===== src/rtl/byte_lane_dly_loader.sv =====
// byte_lane_dly_loader: shadows per-lane IDELAY/ODELAY values and streams them into the byte lanes
module byte_lane_dly_loader #(
  parameter int LANE_BITS = 1,
  parameter int SET_WAIT  = 2
) (
  input  logic                     clk_div,
  input  logic                     rst,
  input  logic                     wr_en,
  input  logic [LANE_BITS+4:0]     wr_addr,
  input  logic [7:0]               wr_data,
  input  logic [LANE_BITS+4:0]     rd_addr,
  output logic [7:0]               rd_data,
  input  logic                     start,
  input  logic                     full,
  output logic                     busy,
  output logic                     done,
  output logic                     dirty_any,
  output logic [7:0]               dly_data,
  output logic [4:0]               dly_addr,
  output logic [2**LANE_BITS-1:0]  ld_delay,
  output logic                     set
);
  localparam int NL = 2**LANE_BITS;
  localparam int NE = 19 * NL;
  localparam int EW = $clog2(NE);
  localparam int CW = SET_WAIT > 1 ? $clog2(SET_WAIT) : 1;

  typedef enum logic [2:0] {S_IDLE, S_LOAD, S_SET, S_WAIT, S_DONE} state_t;

  function automatic logic [EW-1:0] flat(input logic [LANE_BITS-1:0] lane, input logic [4:0] sub);
    return EW'(32'(lane) * 19 + 32'(sub));
  endfunction

  function automatic logic valid(input logic [4:0] a);
    return a < 5'd10 || (a >= 5'd16 && a <= 5'd24);
  endfunction

  function automatic logic [4:0] sub_of(input logic [4:0] a);
    return a < 5'd10 ? a : a - 5'd6;
  endfunction

  state_t               state_q, state_d;
  logic [LANE_BITS-1:0] lane_q, lane_d;
  logic [4:0]           sub_q, sub_d;
  logic                 full_q, full_d;
  logic [CW-1:0]        cnt_q, cnt_d;
  logic [NE-1:0]        dirty_q, dirty_d;
  logic [7:0]           mem_q [NE];
  logic [7:0]           rd_q, data_q;
  logic [4:0]           addr_q;
  logic [NL-1:0]        ld_q;
  logic                 busy_q, done_q, set_q, dirty_any_q;
  logic                 wr_ok, hit;
  logic [EW-1:0]        wr_idx, rd_idx, cur, nxt;

  assign wr_ok  = wr_en && valid(wr_addr[4:0]);
  assign wr_idx = flat(wr_addr[LANE_BITS+4:5], sub_of(wr_addr[4:0]));
  assign rd_idx = flat(rd_addr[LANE_BITS+4:5], sub_of(rd_addr[4:0]));
  assign cur    = flat(lane_q, sub_q);
  assign nxt    = flat(lane_d, sub_d);
  assign hit    = wr_ok && wr_idx == nxt;

  assign rd_data   = rd_q;
  assign busy      = busy_q;
  assign done      = done_q;
  assign set       = set_q;
  assign dirty_any = dirty_any_q;
  assign dly_data  = data_q;
  assign dly_addr  = addr_q;
  assign ld_delay  = ld_q;

  // Sequencer: walk lanes (outer) and the 19 valid addresses (inner), then set, settle, done
  always_comb begin
    state_d = state_q;
    lane_d  = lane_q;
    sub_d   = sub_q;
    full_d  = full_q;
    cnt_d   = cnt_q;
    case (state_q)
      S_IDLE: if (start) begin
        state_d = S_LOAD;
        lane_d  = '0;
        sub_d   = '0;
        full_d  = full;
      end
      S_LOAD: if (sub_q == 5'd18) begin
        sub_d = '0;
        if (lane_q == LANE_BITS'(NL - 1)) state_d = S_SET;
        else lane_d = lane_q + 1'b1;
      end else sub_d = sub_q + 5'd1;
      S_SET: begin
        state_d = SET_WAIT == 0 ? S_DONE : S_WAIT;
        cnt_d   = '0;
      end
      S_WAIT: if (cnt_q == CW'(SET_WAIT - 1)) state_d = S_DONE;
              else cnt_d = cnt_q + 1'b1;
      S_DONE: state_d = S_IDLE;
      default: state_d = S_IDLE;
    endcase
  end

  // Issuing an entry clears its dirty bit; a write landing in that same cycle keeps it set
  always_comb begin
    dirty_d = dirty_q;
    if (state_q == S_LOAD) dirty_d[cur] = 1'b0;
    if (wr_ok) dirty_d[wr_idx] = 1'b1;
  end

  // Shadow memory has no reset so programmed delays survive rst
  always_ff @(posedge clk_div)
    if (wr_ok) mem_q[wr_idx] <= wr_data;

  // State and lane-bus outputs; the next entry is fetched one cycle ahead, with write bypass, so it is on the bus in its slot
  always_ff @(posedge clk_div or posedge rst)
    if (rst) begin
      state_q     <= S_IDLE;
      lane_q      <= '0;
      sub_q       <= '0;
      full_q      <= 1'b0;
      cnt_q       <= '0;
      dirty_q     <= '1;
      dirty_any_q <= 1'b1;
      busy_q      <= 1'b0;
      done_q      <= 1'b0;
      set_q       <= 1'b0;
      addr_q      <= '0;
      data_q      <= '0;
      ld_q        <= '0;
      rd_q        <= '0;
    end else begin
      state_q     <= state_d;
      lane_q      <= lane_d;
      sub_q       <= sub_d;
      full_q      <= full_d;
      cnt_q       <= cnt_d;
      dirty_q     <= dirty_d;
      dirty_any_q <= |dirty_d;
      busy_q      <= state_d inside {S_LOAD, S_SET, S_WAIT};
      done_q      <= state_d == S_DONE;
      set_q       <= state_d == S_SET;
      addr_q      <= state_d != S_LOAD ? 5'd0 : sub_d < 5'd10 ? sub_d : sub_d + 5'd6;
      data_q      <= state_d != S_LOAD ? 8'd0 : hit ? wr_data : mem_q[nxt];
      ld_q        <= state_d == S_LOAD && (full_d || dirty_q[nxt] || hit) ? NL'(1) << lane_d : '0;
      rd_q        <= valid(rd_addr[4:0]) ? mem_q[rd_idx] : 8'd0;
    end
endmodule


===== config.mk =====
export PLATFORM = sky130hd
export DESIGN_NAME = byte_lane_dly_loader
export DESIGN_NICKNAME = d
export VERILOG_FILES = /design/src/rtl/byte_lane_dly_loader.sv
export SDC_FILE = /design/constraint.sdc
export NUM_CORES = 1
export LEC_CHECK = 0
export CELL_PAD_IN_SITES_DETAIL_PLACEMENT = 0
export CELL_PAD_IN_SITES_GLOBAL_PLACEMENT = 2
export CORE_MARGIN = 3
export CORE_UTILIZATION = 49
export DETAILED_ROUTE_END_ITERATION = 12
export PLACE_DENSITY = 0.85
export SLEW_MARGIN = 25
export SYNTH_ARGS = -nofsm -noshare
export SYNTH_HDL_FRONTEND = slang
export SYNTH_SLANG_ARGS = --single-unit

===== constraint.sdc =====
create_clock -name clk_div -period 6.55 [get_ports clk_div]
set_input_delay 1.31 -clock clk_div [delete_from_list [all_inputs] [get_ports clk_div]]
set_output_delay 1.31 -clock clk_div [all_outputs]
set_load 0.01 [all_outputs]

==> impl_metrics.tcl, run 1 <==
set metrics [dict create \
    status "finished, final reports clean" \
    finalSetupTns_ns 0 \
    synth_edf_count 304 \
    power_mw 7.58 \
    intPower_mw 5.21 \
    syn-num-nets 1482 \
    drt-total-wl_mm 60.1 \
    worst-r2r-cell-count 13 \
    via_per_inst 6.51 \
    synth_area_um2 19600 \
    p_per_area_nw_per_um2 337 \
    synth_area_leader_cell "edfxtp_1" \
    drc_errors 0 \
    use_met1_pct 41.4 \
    die_x_um 206 \
    ys_warn_count 0 \
    min_from "dirty_q[13]" \
    synth_top_flop_cell "edfxtp_1" \
    cp_max_fo 18 \
    avgSynthCellArea_um2 13.7 \
    hold_path_class "flop to flop" \
    relSlewSlack_pct 36.2 \
    grt_max_degree 68 \
    setup_ws_ns 1.20 \
    area_growth_pct 14.4 \
    grtUsageMet2_pct 43.5 \
    setup_viol 0 \
    worstReg2RegEnd "dly_data[3]" \
    fin_hold_ws_ns 0.515 \
    cts_root_buf "clkbuf_16" \
    power_leakage_nw 7.89 \
    cp_cell_sequence "clkdlybuf4s50_1 -> o21ai_0 -> nand2_1 -> o21ai_0 -> fa_4 -> nor2b_1 -> nand3_1 -> a22oi_1 -> xor2_1 -> nand2_1 -> a211oi_1 -> nor4b_2 -> o21a_1" \
    start_util_pct 50.3 \
    std_cell_rows 72 \
    numCtsBuffers 41 \
    clock.fmax_ghz 0.187 \
    drtPass1Iterations 5 \
    ys_seq_elements 380 \
    layout.cells.non_filler 2061 \
    clkTransAtPathRegs_ns 0.06 \
    place_inst 1985 \
    dp_hpwl_mm 39.9 \
    rsz0062_at_grt "false" \
    vias 13400 \
    portBuffers 51 \
    met3_usage_pct 8.17 \
    cts_tree "done" \
    wl_per_cell_um 29.2 \
    final_cell_mix "edfxtp_1 (304), nor2_1 (133), mux4_2 (112)" \
    final_common_cell "edfxtp_1" \
    drt_iter0_drc 1644 \
    r2r_setup_slack_ns 1.33 \
    switching_share_pct 31.2 \
    holdPathEnd "dirty_q[13]" \
    place_congestion 0.907 \
    track_usage_pct 29.1 \
    fp.dieArea_um2 42500 \
    clock_sinks 380 \
    final.min_clock_period_ns 5.35 \
    grt_busiest_layer "met2" \
    worst_ir_drop_vdd_mv 0.242 \
    nets 1559 \
    post-route-util_pct 57.5 \
    antenna_found_initial 2 \
    n_antenna_cell 0 \
    htree_levels 2 \
    netlist.area_leader.share_pct 46.5 \
    worstPathRequired_ns 7.02 \
    finalMaxSlewViolations 0 \
    cp_slowest_cell "a211oi_1" \
    ctsHoldBuffers 0 \
    arrival_ns 5.82 \
    cp_slowest_stage_delay_ns 0.65 \
    syn_inst 1433 \
    grt_pass1_vias 13300 \
    fin_crit_sh_pct 81.7 \
    p_sw_mw 2.37 \
    yosys-top-cells-area "edfxtp_1 (46%), mux4_2 (13%), dfstp_2 (5.2%)" \
    hold_viol_final 0 \
    yosysSeqAreaShare_pct 56.4 \
    num_io_pins 52 \
    ant_nets 0 \
    pwr-share-seq_pct 38.6 \
    whs_path_depth 2 \
    final_layout_size_suffix_gt1_share_pct 22.5 \
    synth-async-reset-ratio_pct 20.0 \
    combPwrFrac_pct 28.9 \
    finClkSkew_ns 0.0230 \
    startpoint_type "input port" \
    ctsResizeCount 0 \
    pre_cts_ws_ns 0.747 \
    cts_post_setup_buffers_inserted 0 \
    path_class "input port to flop" \
    rr_startpoint "sub_q[2]" \
    endpoint_kind "flop" \
    overflow 0 \
    clk_path_buf_depth 3 \
    placed_cell_area_um2 21100 \
    grt_pass1_wl_mm 88.6 \
    final_area_um2 22500 \
    worstMarginPinSlew_ns 0.956 \
    die_h_um 206 \
    clkPwrFrac_pct 32.5 \
    clk_latency_ns 0.58 \
    max-cap-violations 0 \
    synth_cell_type_count 95 \
    core_um2 39100 \
]
-- power by group through the flow --
stage | Clock (mW) | Sequential (mW) | Combinational (mW)
floorplan | 0 | 2.93 | 1.40
finish | 2.46 | 2.93 | 2.19
global route | 2.60 | 2.94 | 2.34
CTS | 2.49 | 2.92 | 2.17
detailed placement | 0 | 2.97 | 2.16
global placement | 0 | 2.97 | 2.15
-- sequential cells by signal, summed over array words and instances, names as in the netlist, 2 cells and up --
register  cells
mem_q       304
dirty_q      38
dly_data      8
rd_data       8
dly_addr      5
sub_q         5
state_q       3
ld_delay      2
-- final cells by class --
cell class / instances / area (um^2)
inverter: 27 / 103
fill: 3129 / 16600
timing repair buffer: 123 / 1130
clock inverter: 19 / 250
tap: 518 / 648
sequential: 380 / 11100
multi-input combinational: 937 / 8110
clock buffer: 57 / 1170
-- critical path: cells and delay by family --
family                   cells  cell delay (ns)
buffers and inverters        1             0.50
AO/OA/AOI/OAI                5             1.88
adder cells (fa/ha/maj)      1             0.59
XOR/XNOR                     1             0.59
AND/OR/NAND/NOR              5             0.94
-- synthesized netlist by cell type (5+ instances only) --
cell,instances
edfxtp_1,304
a21oi_1,32
clkbuf_1,43
buf_2,29
a221oi_1,8
nand2b_1,5
dfrtp_1,37
xor2_1,6
xnor2_1,14
and3_1,7
o211ai_1,13
a31oi_1,11
mux4_2,112
nor2b_1,13
nor4_1,7
dfstp_2,39
nand4_1,7
nand2_1,100
a21o_1,8
nor3_1,6
mux2i_1,84
buf_1,5
o21a_1,9
or3_1,6
inv_1,27
buf_4,10
mux2_2,18
o21ai_1,21
a221o_1,6
and2_1,9
a22oi_1,17
a32oi_1,5
nand3_1,49
nor2_1,133
o32ai_1,5
a211oi_1,20
o21ai_0,89
o221ai_1,9
ha_1,20
-- how the worst max path moves through the flow --
stage	from	endpoint
2_1_floorplan	start	dly_data[2]
3_3_place_gp	start	dly_data[3]
3_5_place_dp	start	dly_data[3]
4_1_cts	start	dly_data[3]
5_1_grt	start	dly_data[3]
6_report	start	dly_data[3]
-- per-layer routing --
layer | share of wire, % | routed length (um)
met5 | 0.022 | 13
met4 | 3.4 | 2050
met3 | 11 | 6600
met2 | 45 | 27100
met1 | 40 | 24300
-- logic make-up (layout without fill, tap and decap cells) --
group,count (synthesis),count (layout),share of synthesized area (%)
AO/OA/AOI/OAI,293,293,10.2
adder cells (fa/ha/maj),24,24,1.68
AND/OR/NAND/NOR,378,378,9.30
multiplexers,217,217,18.3
flip-flops,380,380,56.4
XOR/XNOR,25,25,1.42
buffers and inverters,116,226,2.67
(Power assumes the default switching activity.)
==> inputs of run 2 (changes only) <==
--- a/config.mk
+++ b/config.mk
@@ -8,9 +8,9 @@
 export CELL_PAD_IN_SITES_DETAIL_PLACEMENT = 0
 export CELL_PAD_IN_SITES_GLOBAL_PLACEMENT = 2
 export CORE_MARGIN = 3
-export CORE_UTILIZATION = 49
+export CORE_UTILIZATION = 41
 export DETAILED_ROUTE_END_ITERATION = 12
-export PLACE_DENSITY = 0.85
+export PLACE_DENSITY = 0.76
 export SLEW_MARGIN = 25
 export SYNTH_ARGS = -nofsm -noshare
 export SYNTH_HDL_FRONTEND = slang
==> constraint.sdc (replaced) <==
create_clock -name clk_div -period 4.5 [get_ports clk_div]
set_input_delay 0.9 -clock clk_div [delete_from_list [all_inputs] [get_ports clk_div]]
set_output_delay 0.9 -clock clk_div [all_outputs]
set_load 0.01 [all_outputs]
==> impl_metrics.tcl, run 2 (synthesis results as in run 1) <==
set metrics [dict create \
    status "finished, final reports clean" \
    drc_errors 0 \
    r2r_setup_slack_ns 0.13 \
    clock.fmax_ghz 0.229 \
    grt_pass1_wl_mm 94.5 \
    clk_latency_ns 0.57 \
    worst_ir_drop_vdd_mv 0.289 \
    cpLargestDelayFamily "adder cells" \
    cp_slowest_stage_delay_ns 0.80 \
    cts_root_buf "clkbuf_16" \
    fin_crit_sh_pct 97.0 \
    worst-r2r-cell-count 15 \
    finClkSkew_ns 0.0239 \
    ant_nets 0 \
    holdPathEnd "full_q" \
    clkTransAtPathRegs_ns 0.06 \
    cts_post_setup_buffers_inserted 0 \
    final_layout_size_suffix_gt1_share_pct 29.4 \
    power_leakage_nw 8.62 \
    n_antenna_cell 0 \
    final_common_cell "edfxtp_1" \
    cts_tree "done" \
    hold_viol_final 0 \
    path_class "flop to flop" \
    relSlewSlack_pct 32.6 \
    antenna_found_initial 0 \
    nets 1707 \
    min_from "full_q" \
    core_um2 47000 \
    grt_max_degree 40 \
    num_io_pins 52 \
    fp.dieArea_um2 50600 \
    start_util_pct 41.8 \
    area_growth_pct 21.2 \
    rr_startpoint "sub_q[1]" \
    std_cell_rows 79 \
    vias 13900 \
    worstPathRequired_ns 4.94 \
    final_cell_mix "edfxtp_1 (304), buf_4 (197), nor2_1 (132)" \
    largestRegisters "mem_q: 304 flops, dirty_q: 38 flops" \
    largest_register "mem_q" \
    largest_reg_flops 304 \
    drtPass1Iterations 5 \
    cp_cell_sequence "ha_1 -> nand4bb_1 -> nand2_1 -> nor2_1 -> a21o_1 -> ha_4 -> fa_4 -> buf_12 -> mux4_2 -> mux2i_1 -> o21ai_0 -> a211oi_1 -> buf_4 -> nor4b_2 -> o21a_1" \
    drt_iter0_drc 1356 \
    finalMaxSlewViolations 0 \
    wl_per_cell_um 27.8 \
    use_met1_pct 36.1 \
    worstMarginPinSlew_ns 1.01 \
    clock_sinks 380 \
    startpoint_type "flop" \
    met3_usage_pct 4.78 \
    whs_path_depth 1 \
    endpoint_kind "flop" \
    rsz0062_at_grt "false" \
    portBuffers 51 \
    drt-total-wl_mm 63.7 \
    hold_path_class "flop to flop" \
    overflow 0 \
    grtUsageMet2_pct 41.4 \
    fill_cells 4000 \
    setup_viol 0 \
    worst-path-buf-inv 2 \
    via_per_inst 6.05 \
    cp_max_fo 29 \
    power_mw 11.3 \
    max-cap-violations 0 \
    die_x_um 225 \
    finalSetupTns_ns 0 \
    final.min_clock_period_ns 4.37 \
    post-route-util_pct 50.7 \
    numCtsBuffers 42 \
    clk_path_buf_depth 3 \
    worstReg2RegEnd "dly_data[3]" \
    place_congestion 0.894 \
    arrival_ns 4.81 \
    grt_busiest_layer "met2" \
    track_usage_pct 25.6 \
    die_h_um 225 \
    grt_pass1_vias 14000 \
    cp_slowest_cell "fa_4" \
    htree_levels 2 \
    fin_hold_ws_ns 0.509 \
    dp_hpwl_mm 45.7 \
    p_per_area_nw_per_um2 475 \
]
## run 2: changes by cell type in the layout (fill, tap and decap cells not counted), sizes merged
cell	delta
buf	+149
clkdlybuf4s50	-2
clkinvlp	+3
inv	-1
bufinv	-2
clkinv	+7
clkbuf	-9
## run 2: per-stage QoR
stage | std cells | area [um^2] | setup slack (ns)
global route | 2295 | 23800 | 0.00814
global placement | 2221 | 22500 | -0.288
detailed placement | 2221 | 22500 | -0.226
CTS | 2295 | 23800 | 0.128
finish | 2295 | 23800 | 0.134
floorplan | 1433 | 19600 | 0.551
## run 2: layout make-up
class	count	area (um^2)	area share [%]
sequential	380	11100	46.5
timing repair buffer	270	2420	10.2
inverter	27	103	0.431
tap	607	759	3.19
clock buffer	48	1090	4.60
clock inverter	26	235	0.988
multi-input combinational	937	8120	34.1
## run 2: report_power, final
| group | total (mW) | leakage [nW] | switching (mW) | internal (mW) |
|---|---|---|---|---|
| Clock | 3.38 | 0.648 | 1.41 | 1.97 |
| Sequential | 4.25 | 3.60 | 0.150 | 4.10 |
| Combinational | 3.67 | 4.38 | 1.99 | 1.68 |
## run 2: worst max-delay path by stage
stage | to | cells after the start | start
2_1_floorplan | dly_data[2] | 12 | start
3_3_place_gp | dly_data[3] | 16 | start
3_5_place_dp | dly_data[3] | 16 | start
4_1_cts | dly_data[3] | 17 | sub_q[0]
5_1_grt | dly_data[3] | 16 | sub_q[0]
6_report | dly_data[3] | 15 | sub_q[1]
## run 2: routing by layer
| metal | part of all wire [%] | up-vias |
|---|---|---|
| li1 | - | 6077 |
| met1 | 43 | 7143 |
| met2 | 47 | 558 |
| met3 | 7.8 | 97 |
| met4 | 2.4 | 0 |
| met5 | 0 | - |
## run 2: repair_timing
| action | 4_1_cts | 5_1_grt |
|---|---|---|
| setup endpoints to repair | 0 | 3 |
| hold buffers | 0 | 0 |
| resized for setup | 0 | 3 |
| endpoints found under the hold margin | 0 | 0 |
==> inputs of run 3 (changes only) <==
--- a/config.mk
+++ b/config.mk
@@ -11,6 +11,7 @@
 export CORE_UTILIZATION = 41
 export DETAILED_ROUTE_END_ITERATION = 12
 export PLACE_DENSITY = 0.76
+export REMOVE_ABC_BUFFERS = 1
 export SLEW_MARGIN = 25
 export SYNTH_ARGS = -nofsm -noshare
 export SYNTH_HDL_FRONTEND = slang
==> impl_metrics.tcl, run 3 (synthesis results as in run 1) <==
set metrics [dict create \
    clock_sinks 380 \
    power_mw 11.3 \
    final_common_cell "edfxtp_1" \
    worst-r2r-cell-count 17 \
    grt_pass1_wl_mm 90.3 \
    power_leakage_nw 8.51 \
    largest_reg_flops 304 \
    fin_crit_sh_pct 94.6 \
    portBuffers 51 \
    pre_cts_ws_ns -0.375 \
    largest_register "mem_q" \
    drtPass1Iterations 5 \
    intPower_mw 7.80 \
    grt_max_degree 43 \
    cts_post_setup_buffers_inserted 0 \
    switching_share_pct 31.0 \
    arrival_ns 4.68 \
    finClkSkew_ns 0.0156 \
    dp_hpwl_mm 43.7 \
    post-route-util_pct 50.3 \
    p_sw_mw 3.51 \
    multiInputGateArea_um2 8110 \
    status "finished, final reports clean" \
    cts_root_buf "clkbuf_16" \
    worstPathRequired_ns 4.92 \
    area_growth_pct 20.2 \
    track_usage_pct 24.2 \
    vias 13600 \
    rr_startpoint "sub_q[0]" \
    antenna_found_initial 0 \
    max-cap-violations 0 \
    die_h_um 225 \
    cts_tree "done" \
    htree_levels 2 \
    drt-total-wl_mm 60.5 \
    r2r_setup_slack_ns 0.24 \
    hold_path_class "flop to flop" \
    wl_per_cell_um 26.7 \
    place_inst 2190 \
    cp_slowest_stage_delay_ns 0.46 \
    final.min_clock_period_ns 4.26 \
    clk_path_buf_depth 3 \
    ctsResizeCount 1 \
    ctsHoldBuffers 0 \
    layout.cells.non_filler 2270 \
    clkPwrFrac_pct 31.0 \
    final_layout_size_suffix_gt1_share_pct 28.2 \
    largestRegisters "mem_q: 304 flops, dirty_q: 38 flops" \
    clkTransAtPathRegs_ns 0.06 \
    std_cell_rows 79 \
    worst-path-buf-inv 2 \
    setup_viol 0 \
    min_from "dirty_q[15]" \
    cp_max_fo 7 \
    clk_latency_ns 0.57 \
    hold_viol_final 0 \
    worstMarginPinSlew_ns 0.904 \
    cp_cell_sequence "inv_1 -> ha_1 -> nand4bb_1 -> nand2_1 -> nor2_1 -> a21o_1 -> ha_4 -> fa_4 -> and2_1 -> o21ai_0 -> a22oi_1 -> xor2_1 -> nor2_1 -> nand2_1 -> a2111oi_2 -> buf_4 -> o32ai_1" \
    drc_errors 0 \
    relSlewSlack_pct 39.1 \
    startpoint_type "flop" \
    combPwrFrac_pct 31.4 \
    ant_nets 0 \
    setup_ws_ns 0.244 \
    die_x_um 225 \
    overflow 0 \
    start_util_pct 41.8 \
    n_antenna_cell 0 \
    fp.dieArea_um2 50600 \
    place_congestion 0.891 \
    finalMaxSlewViolations 0 \
    cp_slowest_cell "dfrtp_1" \
    core_um2 47000 \
    fill_cells 4022 \
    pwr-share-seq_pct 37.6 \
    final_cell_mix "edfxtp_1 (304), buf_4 (168), nor2_1 (132)" \
    via_per_inst 6.01 \
    rsz0062_at_grt "false" \
    drt_iter0_drc 1389 \
    endpoint_kind "flop" \
    p_per_area_nw_per_um2 479 \
    clock.fmax_ghz 0.235 \
    fin_hold_ws_ns 0.518 \
    num_io_pins 52 \
    cpLargestDelayFamily "simple AND/OR/NAND/NOR gates" \
    holdPathEnd "dirty_q[15]" \
    nets 1677 \
    whs_path_depth 2 \
    grt_pass1_vias 13900 \
    path_class "flop to flop" \
    worstReg2RegEnd "dly_data[6]" \
    numCtsBuffers 43 \
    worst_ir_drop_vdd_mv 0.332 \
    seq_area_um2 11100 \
]
run 3: worst max-delay path by stage:
stage          startpoint          end  slack (ns)  depth (start not counted)
2_1_floorplan  rd_addr[1]   rd_data[6]       -4.87                         13
3_3_place_gp        start  dly_data[6]       -0.43                         15
3_5_place_dp        start  dly_data[6]       -0.37                         15
4_1_cts          sub_q[0]  dly_data[6]        0.08                         17
5_1_grt          sub_q[0]  dly_data[3]        0.01                         15
6_report         sub_q[0]  dly_data[6]        0.24                         17
run 3: final cells by class:
cell class                 count  area share, %
multi-input combinational    937           34.4
clock buffer                  66           5.31
inverter                      27          0.434
clock inverter                14          0.673
timing repair buffer         239           9.09
tap                          607           3.22
sequential                   380           46.9
run 3: power groups by stage:
stage	Clock, mW	Sequential [mW]	Combinational [mW]
3_5_place_dp	0	4.32	3.52
2_1_floorplan	0	4.27	2.12
4_1_cts	3.56	4.25	3.53
6_report	3.50	4.26	3.55
5_1_grt	3.73	4.27	3.79
3_3_place_gp	0	4.32	3.50
run 3: stage by stage:
step / area, um^2 / TNS, ns
finish: 23600 / 0
global route: 23600 / 0
CTS: 23600 / 0
detailed placement: 22200 / -1.56
global placement: 22200 / -1.22
floorplan: 19200 / -51.73
run 3: tightest hold or removal path: stages (launching register included):
cell	delay, ns
dfstp_2	0.37
o21ai_0	0.06
o21ai_1	0.08
run 3: metal layers:
metal	GRT usage [%]	up-vias	part of all wire, %
met5	0	-	0
met4	8.20	0	3.3
met3	4.53	111	7.6
met2	38.0	561	46
met1	34.2	6947	43
li1	-	6024	-
